--- src/rtl/ex_alu_stage.sv ---
// rtl/ex_alu_stage.sv - MIPS execute stage: operand forwarding, ALU, iterative multiplier
module ex_alu_stage (
  input  logic        clk,
  input  logic        reset,
  input  logic        flush,
  input  logic        in_valid,
  output logic        in_ready,
  input  logic [3:0]  in_aluOp,
  input  logic [4:0]  in_rs,
  input  logic [4:0]  in_rt,
  input  logic [4:0]  in_rd,
  input  logic [31:0] in_rsData,
  input  logic [31:0] in_rtData,
  input  logic [31:0] in_imm,
  input  logic        in_useImm,
  input  logic [1:0]  in_memOp,
  input  logic        in_memWrite,
  input  logic        in_regWrite,
  input  logic [4:0]  exmem_rd,
  input  logic [4:0]  memwb_rd,
  input  logic        exmem_regWrite,
  input  logic        memwb_regWrite,
  input  logic [31:0] exmem_result,
  input  logic [31:0] memwb_result,
  output logic        out_valid,
  output logic [31:0] aluResult,
  output logic [31:0] address,
  output logic [31:0] dataIn,
  output logic [1:0]  memOp,
  output logic        writeEnable,
  output logic [4:0]  out_rd,
  output logic        out_regWrite
);

  typedef enum logic {IDLE, MUL} state_t;

  localparam logic [3:0] OP_ADD = 4'd0;
  localparam logic [3:0] OP_SUB = 4'd1;
  localparam logic [3:0] OP_AND = 4'd2;
  localparam logic [3:0] OP_OR  = 4'd3;
  localparam logic [3:0] OP_XOR = 4'd4;
  localparam logic [3:0] OP_SLT = 4'd5;
  localparam logic [3:0] OP_SLL = 4'd6;
  localparam logic [3:0] OP_SRL = 4'd7;
  localparam logic [3:0] OP_SRA = 4'd8;
  localparam logic [3:0] OP_MUL = 4'd9;
  localparam logic [1:0] MEM_NONE = 2'b11;

  state_t      state;
  logic [4:0]  mul_cnt;
  logic [31:0] mul_a;
  logic [31:0] mul_b;
  logic [31:0] mul_acc;
  logic [31:0] mul_din;
  logic [31:0] mul_next;
  logic [4:0]  mul_rd;
  logic [1:0]  mul_memop;
  logic        mul_memwr;
  logic        mul_regwr;

  logic [31:0] fwd_rs;
  logic [31:0] fwd_rt;
  logic [31:0] op_b;
  logic [31:0] alu_res;

  assign in_ready = (state == IDLE);
  assign address  = aluResult;
  assign op_b     = in_useImm ? in_imm : fwd_rt;

  // Forwarding: EX/MEM beats MEM/WB; register 0 is never forwarded
  always_comb begin
    fwd_rs = in_rsData;
    fwd_rt = in_rtData;
    if (exmem_regWrite && (exmem_rd != 5'd0) && (exmem_rd == in_rs))
      fwd_rs = exmem_result;
    else if (memwb_regWrite && (memwb_rd != 5'd0) && (memwb_rd == in_rs))
      fwd_rs = memwb_result;
    if (exmem_regWrite && (exmem_rd != 5'd0) && (exmem_rd == in_rt))
      fwd_rt = exmem_result;
    else if (memwb_regWrite && (memwb_rd != 5'd0) && (memwb_rd == in_rt))
      fwd_rt = memwb_result;
  end

  // Single-cycle ALU; MUL and unused opcodes yield 0 here
  always_comb begin
    alu_res = 32'd0;
    case (in_aluOp)
      OP_ADD:  alu_res = fwd_rs + op_b;
      OP_SUB:  alu_res = fwd_rs - op_b;
      OP_AND:  alu_res = fwd_rs & op_b;
      OP_OR:   alu_res = fwd_rs | op_b;
      OP_XOR:  alu_res = fwd_rs ^ op_b;
      OP_SLT:  alu_res = {31'd0, ($signed(fwd_rs) < $signed(op_b))};
      OP_SLL:  alu_res = fwd_rs << op_b[4:0];
      OP_SRL:  alu_res = fwd_rs >> op_b[4:0];
      OP_SRA:  alu_res = $unsigned($signed(fwd_rs) >>> op_b[4:0]);
      default: alu_res = 32'd0;
    endcase
  end

  // One shift-add step: add the shifted multiplicand when the current multiplier bit is set
  assign mul_next = mul_acc + (mul_b[0] ? mul_a : 32'd0);

  // Stage FSM: flush beats accept/completion; bubbles keep result, store data and rd
  always_ff @(posedge clk) begin
    if (reset) begin
      state        <= IDLE;
      mul_cnt      <= 5'd0;
      mul_a        <= 32'd0;
      mul_b        <= 32'd0;
      mul_acc      <= 32'd0;
      mul_din      <= 32'd0;
      mul_rd       <= 5'd0;
      mul_memop    <= MEM_NONE;
      mul_memwr    <= 1'b0;
      mul_regwr    <= 1'b0;
      out_valid    <= 1'b0;
      aluResult    <= 32'd0;
      dataIn       <= 32'd0;
      memOp        <= MEM_NONE;
      writeEnable  <= 1'b0;
      out_rd       <= 5'd0;
      out_regWrite <= 1'b0;
    end else if (flush) begin
      state        <= IDLE;
      mul_cnt      <= 5'd0;
      out_valid    <= 1'b0;
      memOp        <= MEM_NONE;
      writeEnable  <= 1'b0;
      out_regWrite <= 1'b0;
    end else begin
      case (state)
        IDLE: begin
          if (in_valid && (in_aluOp == OP_MUL)) begin
            state        <= MUL;
            mul_cnt      <= 5'd0;
            mul_a        <= fwd_rs;
            mul_b        <= op_b;
            mul_acc      <= 32'd0;
            mul_din      <= fwd_rt;
            mul_rd       <= in_rd;
            mul_memop    <= in_memOp;
            mul_memwr    <= in_memWrite;
            mul_regwr    <= in_regWrite;
            out_valid    <= 1'b0;
            memOp        <= MEM_NONE;
            writeEnable  <= 1'b0;
            out_regWrite <= 1'b0;
          end else if (in_valid) begin
            out_valid    <= 1'b1;
            aluResult    <= alu_res;
            dataIn       <= fwd_rt;
            memOp        <= in_memOp;
            writeEnable  <= in_memWrite;
            out_rd       <= in_rd;
            out_regWrite <= in_regWrite;
          end else begin
            out_valid    <= 1'b0;
            memOp        <= MEM_NONE;
            writeEnable  <= 1'b0;
            out_regWrite <= 1'b0;
          end
        end
        MUL: begin
          if (mul_cnt == 5'd31) begin
            state        <= IDLE;
            mul_cnt      <= 5'd0;
            out_valid    <= 1'b1;
            aluResult    <= mul_next;
            dataIn       <= mul_din;
            memOp        <= mul_memop;
            writeEnable  <= mul_memwr;
            out_rd       <= mul_rd;
            out_regWrite <= mul_regwr;
          end else begin
            mul_cnt      <= mul_cnt + 5'd1;
            mul_acc      <= mul_next;
            mul_a        <= mul_a << 1;
            mul_b        <= mul_b >> 1;
            out_valid    <= 1'b0;
            memOp        <= MEM_NONE;
            writeEnable  <= 1'b0;
            out_regWrite <= 1'b0;
          end
        end
        default: state <= IDLE;
      endcase
    end
  end

endmodule

--- config.mk ---
export PLATFORM = sky130hd
export DESIGN_NAME = ex_alu_stage
export DESIGN_NICKNAME = d
export VERILOG_FILES = /design/src/rtl/ex_alu_stage.sv
export SDC_FILE = /design/constraint.sdc
export NUM_CORES = 1
export LEC_CHECK = 0
export ABC_AREA = 1
export ABC_CLOCK_PERIOD_IN_PS = 10400
export CAP_MARGIN = 20
export CORE_MARGIN = 10
export CORE_UTILIZATION = 55
export DETAILED_ROUTE_END_ITERATION = 12
export PLACE_DENSITY = 0.86
export SETUP_SLACK_MARGIN = 0.02
export SLEW_MARGIN = 20
export SYNTH_ARGS = -nofsm -noshare
export SYNTH_HDL_FRONTEND = slang
export SYNTH_SLANG_ARGS = --single-unit
--- constraint.sdc ---
create_clock -name clk -period 10.4 [get_ports clk]
set_clock_uncertainty 0.05 [all_clocks]
set_input_delay 3.12 -clock clk [delete_from_list [all_inputs] [get_ports clk]]
set_output_delay 3.12 -clock clk [all_outputs]
set_load 0.05 [all_outputs]
==> metrics.txt <==
# TYPE chip_impl_metric gauge
chip_impl_info{name="status",value="finished, final reports clean"} 1
chip_impl_metric{name="netSwitchingPower",unit="mW"} 1.31
chip_impl_metric{name="timing.critical_path.required",unit="ns"} 10.82
chip_impl_metric{name="yosysSeqAreaShare",unit="%"} 19.6
chip_impl_info{name="grt_setup_unrepaired",value="no"} 1
chip_impl_metric{name="achievable-frequency",unit="MHz"} 117
chip_impl_metric{name="drive_gt1_share",unit="%"} 5.55
chip_impl_metric{name="global_route_wire_length_before_repair",unit="µm"} 163000
chip_impl_metric{name="cts.clk_slew.worst_paths",unit="ns"} 0.06
chip_impl_metric{name="drc",unit=""} 0
chip_impl_metric{name="share_clk_of_total_power",unit="%"} 31.2
chip_impl_metric{name="fp-row-count",unit=""} 73
chip_impl_metric{name="clockBufferDepth",unit=""} 3
chip_impl_metric{name="setup_viol",unit=""} 0
chip_impl_metric{name="final_net_count",unit=""} 4241
chip_impl_metric{name="slew_violations",unit=""} 0
chip_impl_metric{name="max_slew.worst_pin.slew",unit="ns"} 1.12
chip_impl_metric{name="cts_resized",unit=""} 0
chip_impl_metric{name="swShare",unit="%"} 42.7
chip_impl_metric{name="post_detailed_routing_wire_length",unit="µm"} 111000
chip_impl_metric{name="syn_nets",unit=""} 4127
chip_impl_metric{name="final-instance-count-excl-fill",unit=""} 4457
chip_impl_metric{name="vdd_drop_max",unit="µV"} 121
chip_impl_info{name="critPathLaunch",value="in_rt[1]"} 1
chip_impl_info{name="yosys.area.top_type",value="dfxtp_1"} 1
chip_impl_metric{name="grt_antenna_before_repair",unit=""} 2
chip_impl_metric{name="holdBufCountCts",unit=""} 0
chip_impl_metric{name="final_period_util",unit="%"} 81.9
chip_impl_metric{name="synth_enable_flop_cells",unit=""} 0
chip_impl_metric{name="synth_adder_area_share",unit="%"} 7.63
chip_impl_metric{name="drt_pre_antenna_iters",unit=""} 10
chip_impl_metric{name="netlist.area_leader.share",unit="%"} 19.6
chip_impl_metric{name="slew-limit-headroom",unit="%"} 25.3
chip_impl_metric{name="cts-buffers-inserted",unit=""} 27
chip_impl_metric{name="synth-xor-area-share",unit="%"} 0.990
chip_impl_metric{name="dpl_cell_area",unit="µm²"} 24900
chip_impl_metric{name="core_area",unit="µm²"} 39700
chip_impl_metric{name="insertion_delay",unit="ns"} 0.58
chip_impl_metric{name="area.sequential",unit="µm²"} 4350
chip_impl_info{name="hold_class",value="reg -> reg"} 1
chip_impl_info{name="r2r_start",value="state$_SDFF_PP0_"} 1
chip_impl_info{name="whs_endpoint",value="writeEnable$_SDFF_PP0_"} 1
chip_impl_metric{name="yosys_register_bits",unit=""} 217
chip_impl_info{name="cell_with_the_most_instances_on_the_worst_path",value="nand2_1"} 1
chip_impl_metric{name="whs_path_depth",unit=""} 2
chip_impl_metric{name="synthDistinctLibCells",unit=""} 52
chip_impl_metric{name="yosysWarningCount",unit=""} 0
chip_impl_info{name="timing_worst_setup_path_type",value="in -> reg"} 1
chip_impl_metric{name="hold_viol_final",unit=""} 0
chip_impl_metric{name="whs",unit="ns"} 0.422
chip_impl_info{name="dominant_combinational_cell_family_by_area_after_synthesis",value="simple AND/OR/NAND/NOR gates"} 1
chip_impl_metric{name="ff2ff_setup_slack",unit="ns"} 6.62
chip_impl_metric{name="floorplan.die.width",unit="µm"} 221
chip_impl_info{name="synth.most_common_cell",value="nand2_1"} 1
chip_impl_info{name="clockRootBuffer",value="clkbuf_16"} 1
chip_impl_metric{name="place.port_buffers",unit=""} 306
chip_impl_metric{name="r2r_cells",unit=""} 7
chip_impl_metric{name="design.portCount",unit=""} 307
chip_impl_metric{name="global_route.overflow_total",unit=""} 0
chip_impl_metric{name="synth.mux.area_fraction",unit="%"} 0
chip_impl_metric{name="grt_max_degree",unit=""} 75
chip_impl_info{name="critical-path-slowest-cell",value="clkdlybuf4s50_1"} 1
chip_impl_metric{name="post_synth_inst_count",unit=""} 3794
chip_impl_metric{name="synth_simple_gate_area_share",unit="%"} 36.3
chip_impl_metric{name="post_synthesis_compound_gate_area_fraction",unit="%"} 23.4
chip_impl_metric{name="drtAntennaViolNets",unit=""} 0
chip_impl_metric{name="initial_utilization",unit="%"} 55.7
chip_impl_metric{name="multiInputGateArea",unit="µm²"} 15100
chip_impl_info{name="end_kind",value="register"} 1
chip_impl_metric{name="grt_util_all_layers",unit="%"} 43.9
chip_impl_metric{name="routedWlPerCell",unit="µm"} 24.9
chip_impl_metric{name="cp.arrival",unit="ns"} 8.94
chip_impl_metric{name="design.die.area",unit="µm²"} 48600
chip_impl_metric{name="fin_area",unit="µm²"} 25800
chip_impl_info{name="r2r_end",value="mul_a[29]$_SDFFE_PP0P_"} 1
chip_impl_metric{name="htreeDepth",unit=""} 1
chip_impl_metric{name="internal_power",unit="mW"} 1.76
chip_impl_metric{name="place_congestion",unit=""} 1.13
chip_impl_metric{name="dieHeight",unit="µm"} 221
chip_impl_metric{name="cp_slowest_stage_delay",unit="ns"} 0.59
chip_impl_metric{name="netlist_area",unit="µm²"} 22100
chip_impl_info{name="most_used_standard_cells_in_the_synthesized_netlist",value="nand2_1 (917), nand3_1 (512), a21oi_1 (437)"} 1
chip_impl_metric{name="area_delta_synth_final",unit="%"} 16.5
chip_impl_metric{name="num_vias",unit=""} 28407
chip_impl_metric{name="numClockSinks",unit=""} 217
chip_impl_metric{name="initialDrtViolationCount",unit=""} 4656
chip_impl_metric{name="power_density",unit="nW/µm²"} 119
chip_impl_metric{name="cellLeakagePower",unit="nW"} 12.5
chip_impl_metric{name="timing.critical_path.fanout_max",unit=""} 34
chip_impl_metric{name="async_reset_ff_share",unit="%"} 0
chip_impl_metric{name="post_cts_buffers",unit=""} 0
chip_impl_metric{name="first_global_vias",unit=""} 26396
chip_impl_metric{name="sequentialPowerShare",unit="%"} 28.8
chip_impl_metric{name="setup-tns-final",unit="ns"} 0
chip_impl_metric{name="filler_cell_count",unit=""} 3811
chip_impl_metric{name="synthesis.area_per_instance",unit="µm²"} 5.83
chip_impl_info{name="yosys_most_used_dff",value="dfxtp_1"} 1
chip_impl_metric{name="layout_min_cycle_time",unit="ns"} 8.52
chip_impl_metric{name="vias_per_cell",unit=""} 6.37
chip_impl_metric{name="share_comb_of_total_power",unit="%"} 40.0
chip_impl_metric{name="power.total",unit="mW"} 3.07
chip_impl_info{name="synth_area_leaders",value="dfxtp_1 (20%), nand2_1 (16%), nand3_1 (12%), a21oi_1 (9.9%), o21ai_0 (8.0%)"} 1
chip_impl_metric{name="place.detailed.hpwl",unit="µm"} 85900
chip_impl_metric{name="maxCapViolations",unit=""} 0
chip_impl_info{name="worst_setup_path_start_kind",value="primary input"} 1
chip_impl_info{name="min-delay-start",value="mul_memwr$_SDFFE_PP0P_"} 1
chip_impl_info{name="tritoncts_clock_tree",value="done"} 1
chip_impl_metric{name="place_inst",unit=""} 4404
-- sequential cells by signal, indices dropped and copies added, names as in the netlist, 5 cells and up --
register	cells
address	32
dataIn	32
mul_a	32
mul_acc	32
mul_b	32
mul_din	32
mul_cnt	5
mul_rd	5
out_rd	5
-- routing by layer --
| layer | GRT usage, % | wire length (µm) | vias up |
|---|---|---|---|
| li1 | - | - | 12891 |
| met1 | 52.2 | 39200 | 12860 |
| met2 | 66.7 | 47300 | 2214 |
| met3 | 12.8 | 14900 | 442 |
| met4 | 32.0 | 9410 | 0 |
| met5 | 0 | 0 | - |
-- through the flow --
step                      util (%)  setup slack, ns
after global placement        62.6             1.52
final                         64.8             1.88
after detailed placement      62.6             1.52
after CTS                     64.8             2.11
after floorplan                  -             3.73
after global routing          64.8             1.53
-- logic make-up after synthesis --
logic type / Yosys count
compound gates: 959
xor+xnor: 25
fa+ha+maj: 133
buf+inv: 622
flops: 217
simple gates: 1838
-- worst max-delay path by stage --
| stage | to | slack, ns |
|---|---|---|
| 3_5_place_dp | address[20]$_SDFFE_PP0P_ | 1.52 |
| 5_1_grt | address[26]$_SDFFE_PP0P_ | 1.53 |
| 2_1_floorplan | address[25]$_SDFFE_PP0P_ | 3.73 |
| 6_report | address[20]$_SDFFE_PP0P_ | 1.88 |
| 4_1_cts | address[20]$_SDFFE_PP0P_ | 2.11 |
| 3_3_place_gp | address[19]$_SDFFE_PP0P_ | 1.52 |
-- power groups by stage --
| stage | combinational [mW] | clock (mW) | sequential, mW |
|---|---|---|---|
| final | 1.23 | 0.958 | 0.887 |
| after global routing | 1.30 | 0.986 | 0.889 |
| after CTS | 1.17 | 0.947 | 0.885 |
| after detailed placement | 1.17 | 0 | 0.902 |
| after global placement | 1.17 | 0 | 0.902 |
| after floorplan | 0.687 | 0 | 0.961 |
-- layout make-up --
type / count / area share, %
Clock buffer: 38 / 3.09
Inverter: 362 / 5.30
Antenna cell: 3 / 0.0291
Sequential cell: 217 / 16.9
Multi-Input combinational cell: 2955 / 58.7
Timing Repair Buffer: 345 / 13.1
Tap cell: 525 / 2.55
Clock inverter: 12 / 0.330
-- worst max-delay path: cells and delay by family --
family	cells	cell delay, ns
buffers and inverters	3	1.10
adder cells (fa/ha/maj)	2	0.65
XOR/XNOR	1	0.15
AO/OA/AOI/OAI	4	0.80
AND/OR/NAND/NOR	20	3.05
-- cell usage in the layout, fill, tap and decap left out, types with 6 or more instances in the layout --
| cell type | n |
|---|---|
| a21oi_1 | 437 |
| a21oi_2 | 6 |
| a221oi_1 | 15 |
| a31oi_1 | 13 |
| buf_4 | 38 |
| clkbuf_16 | 27 |
| clkbuf_8 | 8 |
| clkdlybuf4s50_1 | 306 |
| dfxtp_1 | 216 |
| ha_1 | 130 |
| inv_1 | 344 |
| inv_2 | 14 |
| nand2_1 | 916 |
| nand2_2 | 17 |
| nand3_1 | 511 |
| nand3_2 | 19 |
| nand4_1 | 24 |
| nor2_1 | 240 |
| nor2_2 | 7 |
| nor3_1 | 26 |
| o211ai_1 | 42 |
| o21a_1 | 6 |
| o21ai_0 | 355 |
| o21ai_1 | 29 |
| o21bai_1 | 9 |
| o22ai_1 | 20 |
| or2_1 | 12 |
| or2_2 | 50 |
| xor2_1 | 20 |
No activity file was read; power rests on OpenSTA's default activity.
